## config.mk

```make
export PLATFORM = sky130hd
export DESIGN_NAME = alien_laser_ctrl
export DESIGN_NICKNAME = d
export VERILOG_FILES = /design/src/rtl/game_pkg.sv /design/src/rtl/alien_laser_lane.sv /design/src/rtl/alien_laser_ctrl.sv
export SDC_FILE = /design/constraint.sdc
export NUM_CORES = 1
export LEC_CHECK = 0
export CORE_MARGIN = 2
export CORE_UTILIZATION = 40
export DETAILED_ROUTE_END_ITERATION = 6
export GPL_TIMING_DRIVEN = 0
export PLACE_DENSITY = 0.7
export SETUP_SLACK_MARGIN = 0.15
export SKIP_CTS_REPAIR_TIMING = 1
export SLEW_MARGIN = 30
export SYNTH_ARGS = -nofsm -noshare
export SYNTH_HDL_FRONTEND = slang
export SYNTH_SLANG_ARGS = --single-unit
```

## constraint.sdc

```tcl
create_clock -name clk -period 8 [get_ports clk]
set_input_delay 1.6 -clock clk [delete_from_list [all_inputs] [get_ports clk]]
set_output_delay 1.6 -clock clk [all_outputs]
set_load 0.005 [all_outputs]
```

## src/rtl/game_pkg.sv

```systemverilog
// Screen geometry, sprite sizes, colours and small helpers shared by the game blocks.
package game_pkg;

   localparam logic [9:0] SCREEN_LEFT       = 10'd0;
   localparam logic [9:0] SCREEN_RIGHT      = 10'd640;
   localparam logic [9:0] SCREEN_TOP        = 10'd0;
   localparam logic [9:0] SCREEN_BOTTOM     = 10'd480;
   localparam logic [9:0] SCOREBOARD_BOTTOM = 10'd60;

   localparam logic [9:0] SPACESHIP_TOP         = 10'd415;
   localparam logic [9:0] HALF_SPACESHIP_LENGTH = 10'd20;
   localparam logic [9:0] HALF_ALIEN_HEIGHT     = 10'd8;
   localparam logic [9:0] HALF_LASER_HEIGHT     = 10'd5;
   localparam logic [9:0] HALF_LASER_LENGTH     = 10'd1;

   // Lowest centre a laser may occupy before it counts as off the bottom.
   localparam logic [9:0] LASER_Y_MAX = SCREEN_BOTTOM - HALF_LASER_HEIGHT;

   localparam int unsigned NUM_LANES = 3;

   // Colours are packed [BLUE|GREEN|RED].
   localparam logic [7:0] COLOR_BLACK = 8'b00000000;
   localparam logic [7:0] COLOR_RED   = 8'b00000111;
   localparam logic [7:0] COLOR_GREEN = 8'b00111000;
   localparam logic [7:0] COLOR_BLUE  = 8'b11000000;
   localparam logic [7:0] COLOR_WHITE = 8'b11111111;

   typedef enum logic {LaneIdle, LaneActive} lane_state_e;

   function automatic logic [9:0] sat_sub(input logic [9:0] a, input logic [9:0] b);
      return (a > b) ? (a - b) : 10'd0;
   endfunction

   function automatic logic [9:0] sat_add(input logic [9:0] a, input logic [9:0] b);
      logic [10:0] sum;
      sum = {1'b0, a} + {1'b0, b};
      return sum[10] ? 10'h3FF : sum[9:0];
   endfunction

endpackage

```

## src/rtl/alien_laser_lane.sv

```systemverilog
// One alien laser: spawns on fire, descends one step per frame, retires on ship hit,
// bottom exit, barrier hit or leaving game mode.
module alien_laser_lane
   import game_pkg::*;
#(
   parameter int unsigned MOVE_DOWN = 2
) (
   input  logic       clk_i,
   input  logic       rst_i,
   input  logic       mode_i,
   input  logic       frame_tick_i,
   input  logic       fire_i,
   input  logic [9:0] spawn_x_i,
   input  logic [9:0] spawn_y_i,
   input  logic       barrier_hit_i,
   input  logic [9:0] spaceship_x_i,
   input  logic [9:0] pix_x_i,
   input  logic [9:0] pix_y_i,
   output logic [9:0] x_o,
   output logic [9:0] y_o,
   output logic       active_o,
   output logic       pixel_hit_o
);

   lane_state_e state_q, state_d;
   logic [9:0]  x_q, x_d;
   logic [9:0]  y_q, y_d;

   logic [9:0] y_step;
   logic [9:0] ship_c;
   logic [9:0] ship_lo;
   logic [9:0] ship_hi;
   logic       ship_hit;

   assign y_step = y_q + 10'(MOVE_DOWN);

   // Clamp keeps the lower window bound from wrapping near the left edge.
   assign ship_c   = (spaceship_x_i < HALF_SPACESHIP_LENGTH) ? HALF_SPACESHIP_LENGTH
                                                             : spaceship_x_i;
   assign ship_lo  = ship_c - HALF_SPACESHIP_LENGTH;
   assign ship_hi  = ship_c + HALF_SPACESHIP_LENGTH;
   assign ship_hit = (y_q >= SPACESHIP_TOP) && (x_q >= ship_lo) && (x_q <= ship_hi);

   always_ff @(posedge clk_i or posedge rst_i) begin
      if (rst_i) begin
         state_q <= LaneIdle;
         x_q     <= 10'd0;
         y_q     <= 10'd0;
      end else begin
         state_q <= state_d;
         x_q     <= x_d;
         y_q     <= y_d;
      end
   end

   always_comb begin
      state_d = state_q;
      x_d     = x_q;
      y_d     = y_q;
      if (!mode_i || barrier_hit_i) begin
         state_d = LaneIdle;
         x_d     = 10'd0;
         y_d     = 10'd0;
      end else if (frame_tick_i) begin
         unique case (state_q)
            LaneIdle: begin
               if (fire_i) begin
                  state_d = LaneActive;
                  x_d     = spawn_x_i;
                  y_d     = spawn_y_i;
               end
            end
            LaneActive: begin
               if (ship_hit || (y_step > LASER_Y_MAX)) begin
                  state_d = LaneIdle;
                  x_d     = 10'd0;
                  y_d     = 10'd0;
               end else begin
                  y_d = y_step;
               end
            end
            default: ;
         endcase
      end
   end

   always_comb begin
      active_o    = (state_q == LaneActive);
      x_o         = x_q;
      y_o         = y_q;
      pixel_hit_o = active_o
                    && (pix_x_i >= sat_sub(x_q, HALF_LASER_LENGTH))
                    && (pix_x_i <= sat_add(x_q, HALF_LASER_LENGTH))
                    && (pix_y_i >= sat_sub(y_q, HALF_LASER_HEIGHT))
                    && (pix_y_i <= sat_add(y_q, HALF_LASER_HEIGHT));
   end

endmodule

```

## src/rtl/alien_laser_ctrl.sv

```systemverilog
// Alien laser controller: shared LFSR lane picker and fire cooldown driving three laser lanes.
module alien_laser_ctrl
   import game_pkg::*;
#(
   parameter int unsigned FIRE_PERIOD       = 90,
   parameter int unsigned MOVE_DOWN         = 2,
   parameter logic [7:0]  LFSR_SEED         = 8'hA5,
   parameter logic [7:0]  COLOR_ALIEN_LASER = 8'b00000111
) (
   input  logic        clk,
   input  logic        restart,
   input  logic        mode,
   input  logic [9:0]  xCoord,
   input  logic [9:0]  yCoord,
   input  logic [29:0] alien_xCoord,
   input  logic [29:0] alien_yCoord,
   input  logic [2:0]  alien_alive,
   input  logic [9:0]  spaceship_xCoord,
   input  logic [2:0]  barrAlienLaserHit,
   output logic [29:0] alien_laser_xCoord,
   output logic [29:0] alien_laser_yCoord,
   output logic [7:0]  rgb_alien_laser,
   output logic        is_alien_laser
);

   localparam logic [6:0] COOL_RELOAD  = 7'(FIRE_PERIOD - 1);
   localparam logic [9:0] SPAWN_OFFSET = HALF_ALIEN_HEIGHT + HALF_LASER_HEIGHT;

   logic       frame_tick;
   logic [7:0] lfsr_q, lfsr_d;
   logic [6:0] cool_q, cool_d;
   logic       lfsr_fb;
   logic       fire_attempt;
   logic [1:0] fire_lane;

   logic [NUM_LANES-1:0] fire;
   logic [NUM_LANES-1:0] active;
   logic [NUM_LANES-1:0] pixel_hit;

   assign frame_tick = (xCoord == 10'd0) && (yCoord == 10'd0);

   // Taps for x^8+x^6+x^5+x^4+1, shifting towards the MSB.
   assign lfsr_fb = lfsr_q[7] ^ lfsr_q[5] ^ lfsr_q[4] ^ lfsr_q[3];

   always_ff @(posedge clk or posedge restart) begin
      if (restart) begin
         lfsr_q <= LFSR_SEED;
         cool_q <= COOL_RELOAD;
      end else begin
         lfsr_q <= lfsr_d;
         cool_q <= cool_d;
      end
   end

   always_comb begin
      lfsr_d = lfsr_q;
      cool_d = cool_q;
      if (frame_tick) begin
         lfsr_d = {lfsr_q[6:0], lfsr_fb};
      end
      if (!mode) begin
         cool_d = COOL_RELOAD;
      end else if (frame_tick) begin
         cool_d = (cool_q != 7'd0) ? (cool_q - 7'd1) : COOL_RELOAD;
      end
   end

   // Lane choice uses the pre-advance LFSR; a value of 3 is a deliberate miss.
   assign fire_attempt = mode && frame_tick && (cool_q == 7'd0);
   assign fire_lane    = lfsr_q[1:0];

   for (genvar i = 0; i < NUM_LANES; i++) begin : g_lane
      // Gating on pre-edge activity stops a lane retired this frame from refiring at once.
      assign fire[i] = fire_attempt && (fire_lane == 2'(i)) && !active[i] && alien_alive[i];

      alien_laser_lane #(
         .MOVE_DOWN (MOVE_DOWN)
      ) u_lane (
         .clk_i         (clk),
         .rst_i         (restart),
         .mode_i        (mode),
         .frame_tick_i  (frame_tick),
         .fire_i        (fire[i]),
         .spawn_x_i     (alien_xCoord[10*i +: 10]),
         .spawn_y_i     (alien_yCoord[10*i +: 10] + SPAWN_OFFSET),
         .barrier_hit_i (barrAlienLaserHit[i]),
         .spaceship_x_i (spaceship_xCoord),
         .pix_x_i       (xCoord),
         .pix_y_i       (yCoord),
         .x_o           (alien_laser_xCoord[10*i +: 10]),
         .y_o           (alien_laser_yCoord[10*i +: 10]),
         .active_o      (active[i]),
         .pixel_hit_o   (pixel_hit[i])
      );
   end

   always_comb begin
      is_alien_laser  = |pixel_hit;
      rgb_alien_laser = is_alien_laser ? COLOR_ALIEN_LASER : 8'd0;
   end

endmodule

```

==> results of run 1 <==
## worst paths after layout
check / depth (start not counted) / endpoint / slack, ns / from
max reg2reg: 12 / g_lane[2].u_lane.x_o[6]$_DFFE_PP0P_ / 4.45 / cool_q[1]$_DFFE_PP0P_
min reg2reg: 1 / lfsr_q[7]$_DFFE_PP1P_ / 0.50 / lfsr_q[6]$_DFFE_PP0P_
max: 12 / rgb_alien_laser[0] / 1.12 / xCoord[1]
max in group asynchronous: 3 / lfsr_q[5]$_DFFE_PP1P_ / 5.83 / restart
min in group asynchronous: 2 / g_lane[0].u_lane.y_o[5]$_DFFE_PP0P_ / 1.56 / restart
min: 1 / lfsr_q[7]$_DFFE_PP1P_ / 0.50 / lfsr_q[6]$_DFFE_PP0P_
## sequential cells by signal, summed over array words and instances, names as in the netlist
register / count
g_lane.u_lane.active_o: 3
g_lane.u_lane.y_o: 30
g_lane.u_lane.x_o: 30
cool_q: 7
lfsr_q: 8
## placed cells by master (no fill, tap or decap), types with 8 or more instances in the layout
cell type	instances
sky130_fd_sc_hd__clkbuf_16	9
sky130_fd_sc_hd__nor2b_1	19
sky130_fd_sc_hd__a31oi_1	19
sky130_fd_sc_hd__o21a_1	12
sky130_fd_sc_hd__mux2_2	10
sky130_fd_sc_hd__and3_1	19
sky130_fd_sc_hd__o21ai_0	90
sky130_fd_sc_hd__or3_1	13
sky130_fd_sc_hd__inv_1	60
sky130_fd_sc_hd__nand2b_1	43
sky130_fd_sc_hd__nand4_1	26
sky130_fd_sc_hd__clkbuf_1	63
sky130_fd_sc_hd__a21oi_1	72
sky130_fd_sc_hd__dfstp_2	8
sky130_fd_sc_hd__nand3_1	66
sky130_fd_sc_hd__a22o_1	18
sky130_fd_sc_hd__buf_4	8
sky130_fd_sc_hd__xor2_1	50
sky130_fd_sc_hd__o31ai_1	15
sky130_fd_sc_hd__and4_1	8
sky130_fd_sc_hd__o21ai_1	12
sky130_fd_sc_hd__and2_1	11
sky130_fd_sc_hd__nor3_1	23
sky130_fd_sc_hd__a21o_1	35
sky130_fd_sc_hd__nor4_1	29
sky130_fd_sc_hd__xnor2_1	65
sky130_fd_sc_hd__ha_1	196
sky130_fd_sc_hd__nand2_1	149
sky130_fd_sc_hd__dfrtp_1	70
sky130_fd_sc_hd__a211oi_1	8
sky130_fd_sc_hd__clkdlybuf4s50_1	161
sky130_fd_sc_hd__nor2_1	116
## cells by family (layout without fill, tap and decap cells)
family                   after synthesis  in the layout
AO/OA/AOI/OAI                        366            366
XOR/XNOR                             115            115
adder cells (fa/ha/maj)              196            196
buffers and inverters                146            324
flip-flops                            78             78
multiplexers                          17             17
other                                  1              5
AND/OR/NAND/NOR                      555            555
## final cells by class
type                            instances  area [um^2]
Clock buffer                           10          239
Buffer                                 84          365
Clock inverter                          6         93.8
Inverter                               62          238
Sequential cell                        78         1960
Tap cell                              378          473
Timing Repair Buffer                  162         1640
Fill cell                            2730        14100
Multi-Input combinational cell       1254         8900
## power groups by stage
| stage | Combinational [mW] | Sequential, mW | Clock [mW] |
|---|---|---|---|
| floorplan | 0.130 | 0.402 | 0 |
| global placement | 0.237 | 0.402 | 0 |
| CTS | 0.249 | 0.394 | 0.486 |
| detailed placement | 0.247 | 0.402 | 0 |
| global route | 0.278 | 0.394 | 0.501 |
| finish | 0.250 | 0.394 | 0.482 |
## through the flow
stage / cells / util [%] / total power [mW]
after detailed placement: 2018 / 48.5 / 0.649
after global routing: 2034 / 49.7 / 1.17
final: 2034 / 49.7 / 1.13
after CTS: 2034 / 49.7 / 1.13
after global placement: 2017 / 48.3 / 0.639
after floorplan: 1478 / - / 0.532
## worst reg2reg max path, cell delays in order (launching register included)
cell and delay (ns):
sky130_fd_sc_hd__dfrtp_1 0.39, sky130_fd_sc_hd__inv_1 0.11, sky130_fd_sc_hd__ha_1 0.16, sky130_fd_sc_hd__nor4b_1 0.22, sky130_fd_sc_hd__nand2_1 0.18, sky130_fd_sc_hd__o41ai_1 0.76, sky130_fd_sc_hd__nand2_1 0.28, sky130_fd_sc_hd__or2_2 0.37
sky130_fd_sc_hd__clkbuf_1 0.22, sky130_fd_sc_hd__nor2_1 0.21, sky130_fd_sc_hd__clkbuf_1 0.36, sky130_fd_sc_hd__nand2_1 0.11, sky130_fd_sc_hd__o21ai_1 0.09
## per-layer routing
metal  global-route usage, %  wire length [um]  part of all wire, %
met1                    32.5             16800                   46
met2                    38.5             16400                   45
met3                    4.49              2310                  6.3
met4                    9.96              1340                  3.6
met5                       0                 0                    0
==> flow_summary.rst, run 1 <==
.. list-table::
   :header-rows: 1

   * - Metric
     - Value
   * - IO Port Bufs
     - 161
   * - Netlist cell types
     - 78
   * - Register bit count reported by yosys
     - 78
   * - Master of the slowest instance on the critical path
     - sky130_fd_sc_hd__clkdlybuf4s50_1
   * - Leakage
     - 5.79 nW
   * - Basic-gate share of the synthesized area counting and, or, nand and nor cells
     - 24.2%
   * - Proportion of layout cells with a drive suffix above 1
     - 4.41%
   * - Data required time at the worst endpoint
     - 6.40 ns
   * - Relative max-transition margin
     - 34.7%
   * - Synth Instances
     - 1474
   * - Net switching share of the total power
     - 29.6%
   * - Total congestion overflow after global routing
     - 0
   * - Clock sinks
     - 78
   * - DP Area
     - 0.0136 mm^2
   * - Finished layout cell area
     - 0.0139 mm^2
   * - Drt total wl
     - 36.9 mm
   * - Final setup violating endpoints
     - 0
   * - Fraction of power consumed by sequential logic
     - 35.0%
   * - Outcome
     - finished clean
   * - Number of endpoints with negative hold slack in the final report
     - 0
   * - Count of inserted antenna diode cells
     - 0
   * - Count of standard-cell rows
     - 61
   * - Latest clock arrival within the worst-skew pair
     - 0.36 ns
   * - Number of antenna-violating nets in the routed design
     - 0
   * - DRC violations left
     - 0
   * - Number of buffers between clock root and the deepest sink
     - 2
   * - Antenna violations before repair
     - 0
   * - Largest incremental delay on the critical path
     - 0.75 ns
   * - Number of detailed-route iterations in the first pass
     - 6
   * - Vias post-DR
     - 11800
   * - Floorplan die width
     - 173 um
   * - Final setup slack of the worst path
     - 1.12 ns
   * - Layout overhead on the synthesized area
     - 21.6%
   * - Number of pins with negative max-slew slack in the final report
     - 0
   * - Mux contribution to synthesized area
     - 1.60%
   * - Vias in the first global route
     - 11300
   * - TritonCTS buffer count
     - 9
   * - Number of nets in the layout
     - 1946
   * - Critical path arrival
     - 5.28 ns
   * - Worst hold slack
     - 0.498 ns
   * - Starting density of the core
     - 40.9%
   * - Weighted congestion at the end of routability-driven global placement
     - 0.915
   * - Share of the clock period used by the worst path after layout
     - 86.0%
   * - Initial DRC count
     - 809
   * - Synthesized area per cell
     - 7.76 um^2
   * - Actual slew at the worst max-slew pin
     - 0.976 ns
   * - Yosys top cell by area
     - sky130_fd_sc_hd__ha_1
   * - F_max
     - 145 MHz
   * - Minimum clock period after layout
     - 6.88 ns
   * - Y dimension of the die
     - 173 um
   * - Xor and xnor fraction of the mapped netlist area
     - 8.80%
   * - Level count of the clock H-tree
     - 3
   * - Clock network fraction of total power
     - 42.8%
   * - Global-route wire length before repair
     - 59.3 mm
   * - Clock tree from TritonCTS
     - yes
   * - Delay-heaviest family, CP
     - compound AO/OA/AOI/OAI gates
   * - Reported max-cap violation count
     - 0
   * - Synth top area share
     - 21.4%
   * - Endpoint class of the critical path
     - output pin
   * - Cells along the critical path
     - clkdlybuf4s50_1, ha_1, nor2b_1, o21a_1, o21a_1, o21ai_0, a211oi_1, a2111oi_0, o221ai_1, o221ai_1, buf_4, clkdlybuf4s50_1
   * - FFs w/ async S/R, synth
     - 100%
   * - Placed wire-length estimate
     - 29.3 mm
   * - Share of the synthesized area in compound gates (AO/OA/AOI/OAI)
     - 21.6%
   * - Primary flip-flop cell chosen by synthesis mapping
     - sky130_fd_sc_hd__dfrtp_1
   * - Pre-CTS WS
     - 1.06 ns
   * - Via density per instance
     - 5.79
   * - CTS clk-pin slew, worst paths
     - 0.07 ns
   * - Net switching power
     - 0.334 mW
   * - Post-synth design cell area
     - 0.0114 mm^2
   * - Combined global-route utilization of all metal layers
     - 24.3%
   * - Number of synthesis warnings
     - 0
   * - Main combinational cell family by area after synthesis
     - simple AND/OR/NAND/NOR gates
   * - Share of power burned in combinational logic
     - 22.2%
   * - Final Skew
     - 0.0138 ns
   * - Worst-case vdd ir drop
     - 77.8 uV
   * - Setup crit start kind
     - input pin
   * - Most frequent cell after synthesis
     - sky130_fd_sc_hd__ha_1
   * - Number of enable-type register cells in the synthesized netlist
     - 0
   * - Power per unit of standard cell area
     - 81.0 mW/mm^2
   * - DR WL/cell
     - 18.1 um
   * - Setup TNS
     - 0 ns
   * - Hold Path Class
     - reg -> reg
   * - Unrepaired setup endpoints after global routing
     - false
   * - Worst setup path class
     - in -> out
   * - Crit Path Max Fanout
     - 7
   * - Root Driver
     - sky130_fd_sc_hd__clkbuf_16
   * - Pin count of the biggest net entering global routing
     - 58
   * - Internal power component
     - 0.793 mW
   * - Number of buffer and inverter stages on the critical path
     - 3
   * - Ranking of synthesized cells by instance count
     - sky130_fd_sc_hd__ha_1 (196), sky130_fd_sc_hd__nand2_1 (149), sky130_fd_sc_hd__nor2_1 (116)
   * - IO Pins
     - 168
   * - Synthesized-area fraction occupied by adder cells
     - 21.4%
   * - Portion of the post-synthesis area used by sequential elements
     - 17.1%
   * - Area enclosed by the die boundary
     - 0.0300 mm^2
   * - Leading post-synthesis cells by cell area
     - sky130_fd_sc_hd__ha_1 (21%), sky130_fd_sc_hd__dfrtp_1 (15%), sky130_fd_sc_hd__xnor2_1 (5.0%)
   * - Standard cell core area
     - 0.0280 mm^2
Note: power is estimated with default switching activity, not from simulation.
==> inputs of run 2 (changes only) <==
--- a/config.mk
+++ b/config.mk
@@ -5,11 +5,13 @@
 export SDC_FILE = /design/constraint.sdc
 export NUM_CORES = 1
 export LEC_CHECK = 0
+export ABC_AREA = 1
 export CORE_MARGIN = 2
-export CORE_UTILIZATION = 40
+export CORE_UTILIZATION = 45
 export DETAILED_ROUTE_END_ITERATION = 6
 export GPL_TIMING_DRIVEN = 0
-export PLACE_DENSITY = 0.7
+export HOLD_SLACK_MARGIN = 0.06
+export PLACE_DENSITY = 0.76
 export SETUP_SLACK_MARGIN = 0.15
 export SKIP_CTS_REPAIR_TIMING = 1
 export SLEW_MARGIN = 30
==> run 2 against run 1 <==
Against the previous run:
- fmax up 8.7%
- combinational power grew 38%
- first-iteration DRC count rose by 12%
- critical path depth decreased by 4
- setup slack better by 0.55 ns
- global-route usage up 1.8 points
- clock-buffer cell count is 1 lower
- largest cell class unchanged
==> flow_summary.rst, run 2 <==
.. list-table::
   :header-rows: 1

   * - Metric
     - Value
   * - Number of synthesis warnings
     - 0 (unchanged)
   * - Reported max-cap violation count
     - 0 (unchanged)
   * - Register bit count reported by yosys
     - 78 (unchanged)
   * - Yosys top cell by area
     - sky130_fd_sc_hd__ha_1
   * - Synth Instances
     - 1867 (+27%)
   * - Initial DRC count
     - 905 (+12%)
   * - Power per unit of standard cell area
     - 83.0 mW/mm^2 (+2.5%)
   * - Critical path arrival
     - 4.73 ns (-0.55 ns)
   * - Drt total wl
     - 36.5 mm (-1.1%)
   * - DR WL/cell
     - 15.3 um (-16%)
   * - Setup TNS
     - 0 ns (unchanged)
   * - Starting density of the core
     - 45.8% (+4.9 points)
   * - Final Skew
     - 0.00997 ns (-0.00387 ns)
   * - Clock tree from TritonCTS
     - yes
   * - Actual slew at the worst max-slew pin
     - 0.795 ns (-0.180 ns)
   * - Via density per instance
     - 5.48 (-5.3%)
   * - DRC violations left
     - 0 (unchanged)
   * - Global-route wire length before repair
     - 60.2 mm (+1.6%)
   * - Vias post-DR
     - 13100 (+11%)
   * - Fraction of power consumed by sequential logic
     - 34.3% (-0.7 points)
   * - Weighted congestion at the end of routability-driven global placement
     - 0.954 (+4.3%)
   * - Floorplan die width
     - 167 um (-3.7%)
   * - Share of power burned in combinational logic
     - 29.1% (+6.9 points)
   * - Share of the clock period used by the worst path after layout
     - 79.1% (-6.9 points)
   * - Synth top area share
     - 20.6% (-0.86 points)
   * - Worst hold slack
     - 0.481 ns (-0.0172 ns)
   * - Latest clock arrival within the worst-skew pair
     - 0.36 ns (about the same)
   * - Synthesized area per cell
     - 6.39 um^2 (-18%)
   * - Vias in the first global route
     - 12300 (+8.8%)
   * - Worst setup path class
     - in -> out
   * - Commonest non-fill, non-tap cell in the layout
     - sky130_fd_sc_hd__nand2_1
   * - Proportion of layout cells with a drive suffix above 1
     - 5.56% (+1.2 points)
   * - Count of standard-cell rows
     - 59 (-3.3%)
   * - Netlist cell types
     - 53 (-32%)
   * - Antenna violations before repair
     - 1 (+1)
   * - Data required time at the worst endpoint
     - 6.40 ns (about the same)
   * - Number of antenna-violating nets in the routed design
     - 0 (unchanged)
   * - Count of inserted antenna diode cells
     - 0 (unchanged)
   * - Number of pins with negative max-slew slack in the final report
     - 0 (unchanged)
   * - Total power of the final layout
     - 1.19 mW (+5.4%)
   * - TritonCTS buffer count
     - 9 (unchanged)
   * - Relative max-transition margin
     - 46.3% (+12 points)
   * - Unrepaired setup endpoints after global routing
     - false
   * - CTS clk-pin slew, worst paths
     - 0.07 ns (about the same)
   * - Combined global-route utilization of all metal layers
     - 26.1% (+1.8 points)
   * - Root Driver
     - sky130_fd_sc_hd__clkbuf_16
   * - Crit Path Max Fanout
     - 7 (unchanged)
   * - Level count of the clock H-tree
     - 3 (unchanged)
   * - Portion of the post-synthesis area used by sequential elements
     - 16.5% (-0.69 points)
   * - Internal power component
     - 0.768 mW (-3.2%)
   * - Net switching power
     - 0.419 mW (+26%)
   * - Y dimension of the die
     - 167 um (-3.7%)
   * - Standard cell core area
     - 0.0261 mm^2 (-7.0%)
   * - Clock sinks
     - 78 (unchanged)
   * - Number of detailed-route iterations in the first pass
     - 6 (unchanged)
   * - Primary flip-flop cell chosen by synthesis mapping
     - sky130_fd_sc_hd__dfrtp_1
   * - Pin count of the biggest net entering global routing
     - 46 (-21%)
   * - Layout overhead on the synthesized area
     - 20.0%
   * - IO Pins
     - 168 (unchanged)
   * - Number of buffers between clock root and the deepest sink
     - 2 (unchanged)
   * - Placed wire-length estimate
     - 29.8 mm (+1.9%)
   * - Final cell utilization of the core
     - 54.9% (+5.2 points)
   * - Clock network fraction of total power
     - 36.6% (-6.2 points)
   * - Endpoint class of the critical path
     - output pin
   * - Net switching share of the total power
     - 35.3% (+5.7 points)
   * - Worst-case vdd ir drop
     - 107 uV (+37%)
   * - Final setup slack of the worst path
     - 1.67 ns (+0.552 ns)
   * - IO Port Bufs
     - 162 (+0.62%)
   * - Area enclosed by the die boundary
     - 0.0278 mm^2 (-7.2%)
   * - Setup crit start kind
     - input pin
   * - Number of nets in the layout
     - 2340 (+20%)
   * - Ranking of synthesized cells by instance count
     - sky130_fd_sc_hd__nand2_1 (435), sky130_fd_sc_hd__nor2_1 (235), sky130_fd_sc_hd__inv_1 (222)
   * - Number of enable-type register cells in the synthesized netlist
     - 0 (unchanged)
   * - Leading post-synthesis cells by cell area
     - sky130_fd_sc_hd__ha_1 (21%), sky130_fd_sc_hd__dfrtp_1 (15%), sky130_fd_sc_hd__nand2_1 (14%)
   * - Number of endpoints with negative hold slack in the final report
     - 0 (unchanged)
   * - Total congestion overflow after global routing
     - 0 (unchanged)
   * - Final setup violating endpoints
     - 0 (unchanged)
   * - F_max
     - 158 MHz (+8.7%)
   * - Pre-CTS WS
     - 1.71 ns (+0.646 ns)
   * - Commonest cells after routing, fill and taps aside
     - sky130_fd_sc_hd__nand2_1 (435), sky130_fd_sc_hd__nor2_1 (235), sky130_fd_sc_hd__inv_1 (221)
   * - Hold Path Class
     - reg -> reg
   * - Outcome
     - finished clean
   * - FFs w/ async S/R, synth
     - 100% (unchanged)
   * - Leakage
     - 6.90 nW (+19%)
   * - Minimum clock period after layout
     - 6.33 ns (-0.552 ns)
   * - Most frequent cell after synthesis
     - sky130_fd_sc_hd__nand2_1
   * - Post-synth design cell area
     - 0.0119 mm^2 (+4.2%)
## run 2: critical path, cell delays in order
cell	delay, ns
sky130_fd_sc_hd__clkdlybuf4s50_1	0.72
sky130_fd_sc_hd__ha_1	0.47
sky130_fd_sc_hd__nand2_1	0.08
sky130_fd_sc_hd__o41ai_1	0.75
sky130_fd_sc_hd__nand4_1	0.19
sky130_fd_sc_hd__nand3_1	0.27
sky130_fd_sc_hd__buf_4	0.15
sky130_fd_sc_hd__clkdlybuf4s50_1	0.49
## run 2: stage by stage
stage	area, um^2	instances
3_5_place_dp	14000	2369
3_3_place_gp	14000	2368
2_1_floorplan	11900	1871
5_1_grt	14300	2385
4_1_cts	14300	2385
6_report	14300	2385
## run 2: power by group through the flow
stage / Clock, mW / Combinational (mW) / Sequential (mW)
detailed placement: 0 / 0.341 / 0.415
global placement: 0 / 0.327 / 0.415
CTS: 0.443 / 0.344 / 0.407
floorplan: 0 / 0.205 / 0.411
global route: 0.455 / 0.393 / 0.408
finish: 0.435 / 0.346 / 0.407
## run 2: final timing paths
check                                                    start                                   to  depth (start not counted)  slack [ns]
max                                                  yCoord[9]                   rgb_alien_laser[2]                          8        1.67
min                                      lfsr_q[7]$_DFFE_PP1P_                lfsr_q[7]$_DFFE_PP1P_                          2        0.48
max reg2reg                g_lane[0].u_lane.y_o[0]$_DFFE_PP0P_  g_lane[0].u_lane.y_o[4]$_DFFE_PP0P_                         12        5.44
min reg2reg                              lfsr_q[7]$_DFFE_PP1P_                lfsr_q[7]$_DFFE_PP1P_                          2        0.48
max in group asynchronous                              restart                lfsr_q[7]$_DFFE_PP1P_                          3        5.84
min in group asynchronous                              restart                lfsr_q[1]$_DFFE_PP0P_                          2        1.58
## run 2: metal layers
| layer | global-route usage, % | part of all wire (%) | vias up |
|---|---|---|---|
| li1 | - | - | 6587 |
| met1 | 34.9 | 46 | 6024 |
| met2 | 44.5 | 46 | 406 |
| met3 | 3.68 | 6.4 | 48 |
| met4 | 6.52 | 1.8 | 2 |
| met5 | 0 | 0.033 | - |
## run 2: cell families (layout without fill, tap and decap cells)
family | after synthesis | after routing | synth area share, %
buffers and inverters | 281 | 460 | 9.56
DFF | 78 | 78 | 16.5
and+or+nand+nor | 997 | 997 | 37.1
adders and majority gates | 196 | 196 | 20.6
other | 1 | 5 | 0.0314
xor gates and xnor gates | 49 | 49 | 3.60
AOI/OAI and AO/OA | 264 | 264 | 12.6
muxes | 1 | 1 | 0.0839
## run 2: area by class of cell
cell class | instances | area [um^2]
sequential | 78 | 1960
timing repair buffer | 163 | 1650
buffer | 51 | 277
fill | 2582 | 11800
clock buffer | 9 | 225
multi-input combinational | 1512 | 8840
clock inverter | 7 | 68.8
tap | 335 | 419
inverter | 230 | 868
